===== config.mk =====
export PLATFORM = sky130hd
export DESIGN_NAME = fft_frame_ctrl_flat
export DESIGN_NICKNAME = d
export VERILOG_FILES = /design/src/rtl/fft_frame_ctrl_if.sv /design/src/rtl/fft_frame_ctrl.sv /design/src/flat_wrapper.sv
export SDC_FILE = /design/constraint.sdc
export NUM_CORES = 1
export LEC_CHECK = 0
export ABC_CLOCK_PERIOD_IN_PS = 1500
export CAP_MARGIN = 0
export CORE_UTILIZATION = 46
export DETAILED_ROUTE_END_ITERATION = 10
export GPL_TIMING_DRIVEN = 1
export PLACE_DENSITY = 0.75
export SYNTH_ARGS = -nofsm -noshare
export SYNTH_HDL_FRONTEND = slang
export SYNTH_SLANG_ARGS = --single-unit

===== constraint.sdc =====
create_clock -name clk -period 1.5 [get_ports clk]
set_input_delay 0.3 -clock clk [delete_from_list [all_inputs] [get_ports clk]]
set_output_delay 0.3 -clock clk [all_outputs]
set_load 0.005 [all_outputs]

===== src/rtl/fft_frame_ctrl_if.sv =====
// Handshake/strobe bundle between the FFT frame sequencer (master) and the
// S/P buffer, butterfly datapath and P/S buffer it steers (slave).
interface fft_frame_ctrl_if;
  logic       start;
  logic       clr_err;
  logic       in_valid;
  logic       in_ready;
  logic       s_p_we;
  logic [3:0] s_p_idx;
  logic       bf_en;
  logic       bf_stage;
  logic [1:0] bf_grp;
  logic       p_s_flag_in;
  logic [1:0] p_s_sel;
  logic       out_valid;
  logic [3:0] out_idx;
  logic       out_last;
  logic       busy;
  logic       frame_done;
  logic       err_start;

  modport master (
    input  start, clr_err, in_valid,
    output in_ready, s_p_we, s_p_idx, bf_en, bf_stage, bf_grp,
           p_s_flag_in, p_s_sel, out_valid, out_idx, out_last,
           busy, frame_done, err_start
  );

  modport slave (
    output start, clr_err, in_valid,
    input  in_ready, s_p_we, s_p_idx, bf_en, bf_stage, bf_grp,
           p_s_flag_in, p_s_sel, out_valid, out_idx, out_last,
           busy, frame_done, err_start
  );
endinterface


===== src/rtl/fft_frame_ctrl.sv =====
// Frame sequencer for the 16-point radix-4 FFT: LOAD -> COMP -> WAIT -> UNLD -> SER.
// Define FFT_CTRL_CONT_EN for continuous mode (SER exit re-enters LOAD without a new start).
module fft_frame_ctrl #(
  parameter int N_POINT  = 16,
  parameter int LANES    = 4,
  parameter int NUM_STG  = 2,
  parameter int PIPE_LAT = 3
) (
  input logic              clk,
  input logic              rst_n,
  fft_frame_ctrl_if.master bus
);

  localparam int WAIT_W = (PIPE_LAT > 1) ? $clog2(PIPE_LAT) : 1;
  localparam logic [3:0]        S_LAST = 4'(N_POINT - 1);
  localparam logic [2:0]        C_LAST = 3'(NUM_STG * LANES - 1);
  localparam logic [1:0]        G_LAST = 2'(LANES - 1);
  localparam logic [WAIT_W-1:0] W_LAST = WAIT_W'(PIPE_LAT - 1);

  typedef enum logic [2:0] {
    IDLE,
    LOAD,
    COMP,
    WAIT,
    UNLD,
    SER
  } state_t;

  state_t              state;
  logic                in_ready_q;
  logic [3:0]          s_p_idx_q;
  logic                bf_en_q;
  logic [2:0]          comp_cnt_q;
  logic [WAIT_W-1:0]   wait_cnt_q;
  logic                ps_flag_q;
  logic [1:0]          ps_sel_q;
  logic                out_valid_q;
  logic [3:0]          out_idx_q;
  logic                out_last_q;
  logic                busy_q;
  logic                frame_done_q;
  logic                err_q;
  logic                accept;

  assign accept = bus.in_valid & in_ready_q;

  assign bus.in_ready    = in_ready_q;
  assign bus.s_p_we      = accept;
  assign bus.s_p_idx     = s_p_idx_q;
  assign bus.bf_en       = bf_en_q;
  assign bus.bf_stage    = comp_cnt_q[2];
  assign bus.bf_grp      = comp_cnt_q[1:0];
  assign bus.p_s_flag_in = ps_flag_q;
  assign bus.p_s_sel     = ps_sel_q;
  assign bus.out_valid   = out_valid_q;
  assign bus.out_idx     = out_idx_q;
  assign bus.out_last    = out_last_q;
  assign bus.busy        = busy_q;
  assign bus.frame_done  = frame_done_q;
  assign bus.err_start   = err_q;

  // Every counter is returned to 0 on the edge that leaves its state, so
  // counters read 0 whenever their strobe is low.
  always_ff @(posedge clk or negedge rst_n) begin
    if (!rst_n) begin
      state        <= IDLE;
      in_ready_q   <= 1'b0;
      s_p_idx_q    <= '0;
      bf_en_q      <= 1'b0;
      comp_cnt_q   <= '0;
      wait_cnt_q   <= '0;
      ps_flag_q    <= 1'b0;
      ps_sel_q     <= '0;
      out_valid_q  <= 1'b0;
      out_idx_q    <= '0;
      out_last_q   <= 1'b0;
      busy_q       <= 1'b0;
      frame_done_q <= 1'b0;
      err_q        <= 1'b0;
    end else begin
      frame_done_q <= 1'b0;

      // A start seen mid-frame is a protocol error; setting beats clearing.
      if (bus.start && (state != IDLE)) begin
        err_q <= 1'b1;
      end else if (bus.clr_err) begin
        err_q <= 1'b0;
      end

      case (state)
        IDLE: begin
          if (bus.start) begin
            state      <= LOAD;
            in_ready_q <= 1'b1;
            busy_q     <= 1'b1;
          end
        end

        LOAD: begin
          if (accept) begin
            if (s_p_idx_q == S_LAST) begin
              s_p_idx_q  <= '0;
              in_ready_q <= 1'b0;
              bf_en_q    <= 1'b1;
              comp_cnt_q <= '0;
              state      <= COMP;
            end else begin
              s_p_idx_q <= s_p_idx_q + 4'd1;
            end
          end
        end

        COMP: begin
          if (comp_cnt_q == C_LAST) begin
            comp_cnt_q <= '0;
            bf_en_q    <= 1'b0;
            if (PIPE_LAT == 0) begin
              ps_flag_q <= 1'b1;
              ps_sel_q  <= '0;
              state     <= UNLD;
            end else begin
              wait_cnt_q <= '0;
              state      <= WAIT;
            end
          end else begin
            comp_cnt_q <= comp_cnt_q + 3'd1;
          end
        end

        WAIT: begin
          if (wait_cnt_q == W_LAST) begin
            wait_cnt_q <= '0;
            ps_flag_q  <= 1'b1;
            ps_sel_q   <= '0;
            state      <= UNLD;
          end else begin
            wait_cnt_q <= wait_cnt_q + 1'b1;
          end
        end

        UNLD: begin
          if (ps_sel_q == G_LAST) begin
            ps_sel_q    <= '0;
            ps_flag_q   <= 1'b0;
            out_valid_q <= 1'b1;
            out_idx_q   <= '0;
            out_last_q  <= 1'b0;
            state       <= SER;
          end else begin
            ps_sel_q <= ps_sel_q + 2'd1;
          end
        end

        SER: begin
          if (out_idx_q == S_LAST) begin
            out_idx_q    <= '0;
            out_valid_q  <= 1'b0;
            out_last_q   <= 1'b0;
            frame_done_q <= 1'b1;
`ifdef FFT_CTRL_CONT_EN
            in_ready_q   <= 1'b1;
            state        <= LOAD;
`else
            busy_q       <= 1'b0;
            state        <= IDLE;
`endif
          end else begin
            out_idx_q  <= out_idx_q + 4'd1;
            out_last_q <= (out_idx_q == S_LAST - 4'd1);
          end
        end

        default: begin
          state <= IDLE;
        end
      endcase
    end
  end

endmodule

===== src/flat_wrapper.sv =====
// flat-port wrapper written by rule: the top's interface ports become plain ports
module fft_frame_ctrl_flat 
#(
  parameter int N_POINT  = 16,
  parameter int LANES    = 4,
  parameter int NUM_STG  = 2,
  parameter int PIPE_LAT = 3
)
  (clk, rst_n, bus_start, bus_clr_err, bus_in_valid, bus_in_ready, bus_s_p_we, bus_s_p_idx, bus_bf_en, bus_bf_stage, bus_bf_grp, bus_p_s_flag_in, bus_p_s_sel, bus_out_valid, bus_out_idx, bus_out_last, bus_busy, bus_frame_done, bus_err_start);
  fft_frame_ctrl_if bus_i ();
  input logic clk;
  input logic rst_n;
  input wire logic [$bits(bus_i.start)-1:0] bus_start;
  input wire logic [$bits(bus_i.clr_err)-1:0] bus_clr_err;
  input wire logic [$bits(bus_i.in_valid)-1:0] bus_in_valid;
  output wire logic [$bits(bus_i.in_ready)-1:0] bus_in_ready;
  output wire logic [$bits(bus_i.s_p_we)-1:0] bus_s_p_we;
  output wire logic [$bits(bus_i.s_p_idx)-1:0] bus_s_p_idx;
  output wire logic [$bits(bus_i.bf_en)-1:0] bus_bf_en;
  output wire logic [$bits(bus_i.bf_stage)-1:0] bus_bf_stage;
  output wire logic [$bits(bus_i.bf_grp)-1:0] bus_bf_grp;
  output wire logic [$bits(bus_i.p_s_flag_in)-1:0] bus_p_s_flag_in;
  output wire logic [$bits(bus_i.p_s_sel)-1:0] bus_p_s_sel;
  output wire logic [$bits(bus_i.out_valid)-1:0] bus_out_valid;
  output wire logic [$bits(bus_i.out_idx)-1:0] bus_out_idx;
  output wire logic [$bits(bus_i.out_last)-1:0] bus_out_last;
  output wire logic [$bits(bus_i.busy)-1:0] bus_busy;
  output wire logic [$bits(bus_i.frame_done)-1:0] bus_frame_done;
  output wire logic [$bits(bus_i.err_start)-1:0] bus_err_start;
  assign bus_i.start = bus_start;
  assign bus_i.clr_err = bus_clr_err;
  assign bus_i.in_valid = bus_in_valid;
  assign bus_in_ready = bus_i.in_ready;
  assign bus_s_p_we = bus_i.s_p_we;
  assign bus_s_p_idx = bus_i.s_p_idx;
  assign bus_bf_en = bus_i.bf_en;
  assign bus_bf_stage = bus_i.bf_stage;
  assign bus_bf_grp = bus_i.bf_grp;
  assign bus_p_s_flag_in = bus_i.p_s_flag_in;
  assign bus_p_s_sel = bus_i.p_s_sel;
  assign bus_out_valid = bus_i.out_valid;
  assign bus_out_idx = bus_i.out_idx;
  assign bus_out_last = bus_i.out_last;
  assign bus_busy = bus_i.busy;
  assign bus_frame_done = bus_i.frame_done;
  assign bus_err_start = bus_i.err_start;
  fft_frame_ctrl #(.N_POINT(N_POINT), .LANES(LANES), .NUM_STG(NUM_STG), .PIPE_LAT(PIPE_LAT)) u_core (.clk(clk), .rst_n(rst_n), .bus(bus_i));
endmodule

==> results.md <==
- In the layout the commonest cells are sky130_fd_sc_hd__buf_4, sky130_fd_sc_hd__dfrtp_1, sky130_fd_sc_hd__dlygate4sd2_1, sky130_fd_sc_hd__nand2_1, sky130_fd_sc_hd__o21ai_0.
- The via count of the first global-routing pass is between 1000 and 1500.
- The number of nets in the layout is 212.
- The number of distinct library cells after synthesis is 39.
- The synthesized design contains 0 enable-type register cells.
- The worst setup path is captured at a flop.
- The clock period minus final worst setup slack is 1.52 ns.
- The setup slack of the critical path after layout is -0.0152 ns.
- The region available for standard cell placement spans 0.00283 mm2.
- The synthesized instance count is about 140.
- Summing over every cut layer, the via total after detailed routing is roughly 1300.
- The path type of the worst setup path is reg -> reg.
- The peak supply drop is roughly 1.2 mV.
- The first global-routing pass estimated 5670 um of wire.
- The required time of the critical path is roughly 1.7 ns.
- The maximum number of pins on one net before global-route repair is 27.
- The run finished, with violations left.
- The max-slew headroom at the worst pin is 0.756.
- The fraction of synthesis flops using an asynchronous set or reset pin is 1.00.
- The final weighted congestion in routability-driven placement is 0.822.
- The final count of negative-setup-slack endpoints is 1.
- For this design the static power due to leakage is ~0.001 uW.
- The final hold violation count is 0.
- The critical path goes through buf_6 -> ha_4 -> a2111oi_4 -> o311a_1 -> nand3b_1.
- STA classifies the critical path startpoint as a flop.
- Once detail routing completed, the nets flagged for antenna violations numbered 0.
- The transition time at the pin with the least slew margin is around 0.36 ns.
- In this run the number of H-tree levels came out at 1.
- Of the available clock period, the critical path in the final layout requires 1.01.
- The number of placement rows is 19.
- Between clock sinks in the finished design, the worst skew comes to around 0.016 ns.
- The sum of routed wire length over all layers is ~3300 um.
- The die covers ~0.0033 mm2.
- No sink is reached through more buffers than the 2 on the longest clock path.
- The slowest stage cell on the critical path is sky130_fd_sc_hd__dfrtp_1.
- CTS saw 26 sinks.
- The overall global routing resource usage is 0.223.
- The max-cap check violation count is 0.
- The effective utilization at floorplan is 0.501.
- From bottom edge to top edge, the die measures ~57 um.
- The most common library cell in the layout ignoring fill and taps is sky130_fd_sc_hd__buf_4.
- The overall overflow remaining after global route is 0.
- The average instance in the mapped netlist occupies 9.84 um2.
- Power spread over the standard cell area amounts to between 1000 and 1500 mW/mm2.
- The root cell of the clock tree is sky130_fd_sc_hd__clkbuf_4.
- Detailed placement ended at an HPWL of roughly 2300 um.
- The checks that failed: DRC, setup timing.
- The launch point of the worst reg-to-reg path is u_core.bus.p_s_sel[0]$_DFFE_PN0P_.
- The highest net fanout along the worst path is 3.
- The initial antenna violation count is 0.
- The delay of the slowest cell on the worst path is 0.42 ns.
- Setup repair after global routing could not meet its margin everywhere.
- At the later pin of the worst-skew pair, clock insertion delay measures 0.34 ns.
- The fraction of final layout cells with drive strength greater than 1 is 0.265.
- During placement, the flow inserted port buffers numbering 26.
- The overall power of the completed layout is around 2700 uW.
- Pin placement for this block handled 27 I/O pins.
- The DRC marker count from the first detailed-route iteration is 23.
- The sequential fraction of the synthesis area is 0.459.
- The min-delay analysis places its worst path in the category in -> async.
- The post-synthesis net count is about 160.
- The top flip-flop cell by instance count after synthesis is sky130_fd_sc_hd__dfrtp_1.
- In this run, CTS created clock tree buffers numbering 3.
- After detailed routing, the average wire length per cell comes to between 10 and 15 um.
- Hold timing on the final database bottoms out at a slack of approximately 0.3 ns.
- The number of vias per cell is ~5.5.
- The number of pins exceeding their max-slew limit in the final report is 0.
- Static timing analysis puts the maximum clock frequency at 660 MHz.
- After clock tree synthesis, the flow added hold-fix buffers numbering 0.
- The DRC violation count after routing is 2.
- The number of iterations in the first detailed-routing pass is 7.
- The launch point of the critical path is u_core.bus.p_s_sel[0]$_DFFE_PN0P_.
- The total negative setup slack is -0.0152 ns.
- The clock-pin slew on the worst setup and hold paths is 0.16 ns.
- The data arrival time of the critical path is between 1.5 and 2 ns.
- The floorplan step set the die width to approximately 57 um.
- The mapped cell area is roughly 0.0014 mm2.
- The growth of design area from synthesis to finish is 39.0%.
- The repair_antennas step left the layout with diodes totalling 0.
- The number of register bits inferred by synthesis is 26.
- The CTS tree is done.
- For this run, the number of Yosys warnings is 0.
[cell type report]
cell class,count,area (um2)
Clock buffer,3,22.5
Clock inverter,1,30.0
Fill cell,219,861
Inverter,6,22.5
Multi-Input combinational cell,104,708
Sequential cell,26,653
Tap cell,31,38.8
Timing Repair Buffer,60,493
[synthesized netlist by cell type, drive strengths merged (2+ instances only)]
library cell	instances	area, um2
mux2	2	22.5
nand2	15	56.3
nand2b	2	12.5
o21ai	18	90.1
nand3	4	20.0
ha	6	75.1
and3b	2	17.5
nand3b	4	42.5
o22ai	3	18.8
and3	2	12.5
nor2	10	37.5
buf	7	56.3
nor4	2	18.8
and2	2	15.0
o31ai	3	22.5
nand4	2	12.5
a21oi	10	50.1
dfrtp	26	651
inv	6	22.5
nor2b	6	45.0
[power breakdown]
| part | internal (uW) | leakage [uW] | total [uW] | switching (uW) |
|---|---|---|---|---|
| registers | 854 | 0.000331 | 994 | 140 |
| clock network | 270 | 0.0000279 | 494 | 224 |
| logic | 684 | 0.000635 | 1230 | 544 |
| total | 1810 | 0.000995 | 2720 | 907 |
[routing by layer]
| layer | up-vias | global-route usage | part of all wire |
|---|---|---|---|
| met3 | 6 | 0.0204 | 0.032 |
| met4 | 0 | 0.101 | 0.020 |
| met5 | - | 0 | 0 |
| met1 | 606 | 0.268 | 0.42 |
| met2 | 26 | 0.402 | 0.53 |
| li1 | 625 | - | - |
[flip-flops by register name, summed over array words and instances (netlist names)]
register,cells
u_core.bus.in_ready,1
u_core.bus.s_p_idx,4
u_core.bus.out_last,1
u_core.bus.err_start,1
u_core.state,3
u_core.bus.out_idx,4
u_core.bus.bf_en,1
u_core.wait_cnt_q,2
u_core.bus.out_valid,1
u_core.comp_cnt_q,3
u_core.bus.frame_done,1
u_core.bus.p_s_flag_in,1
u_core.bus.p_s_sel,2
u_core.bus.busy,1
[worst paths after layout]
| path | endpoint | slack, ns | cells after the start |
|---|---|---|---|
| max in group asynchronous | u_core.bus.s_p_idx[3]$_DFFE_PN0P_ | 0.92 | 2 |
| worst max register to register | u_core.state[0]$_DFFE_PN0P_ | -0.02 | 5 |
| worst max-delay path | u_core.state[0]$_DFFE_PN0P_ | -0.02 | 5 |
| worst min register to register | u_core.bus.err_start$_DFFE_PN0P_ | 0.53 | 2 |
| min in group clk | u_core.bus.err_start$_DFFE_PN0P_ | 0.52 | 2 |
| worst min-delay path | u_core.bus.out_idx[2]$_DFFE_PN0P_ | 0.31 | 2 |
[worst max-delay path, delay by kind of cell (launching register included)]
kind,cells,cell delay (ns)
AOI/OAI and AO/OA,2,0.62
DFF,1,0.42
buffers and inverters,1,0.12
adders and majority gates,1,0.16
and+or+nand+nor,1,0.07
[logic make-up (layout without fill, tap and decap cells)]
logic type	count (synthesis)	count (layout)	share of synthesized area
buf+inv	14	70	0.0583
xor+xnor	1	1	0.00618
compound gates	41	41	0.184
flops	26	26	0.459
fa+ha+maj	6	6	0.0530
simple gates	54	54	0.223
mux	2	2	0.0159
[through the flow]
stage          setup slack [ns]  utilization  instance area [um2]  std cells
2_1_floorplan            0.0651            -                 1420        144
3_5_place_dp             -0.187        0.625                 1770        208
4_1_cts                 -0.0408        0.681                 1930        229
6_report                -0.0152        0.696                 1970        231
3_3_place_gp             -0.183        0.625                 1770        208
5_1_grt                  -0.101        0.696                 1970        231
[what timing repair did]
item	CTS	global route
setup buffers	17	2
endpoints found under the setup margin	23	11
pin swaps	1	5
resized for setup	25	12
cloned	0	0
Power figures use the tool's default switching activity.
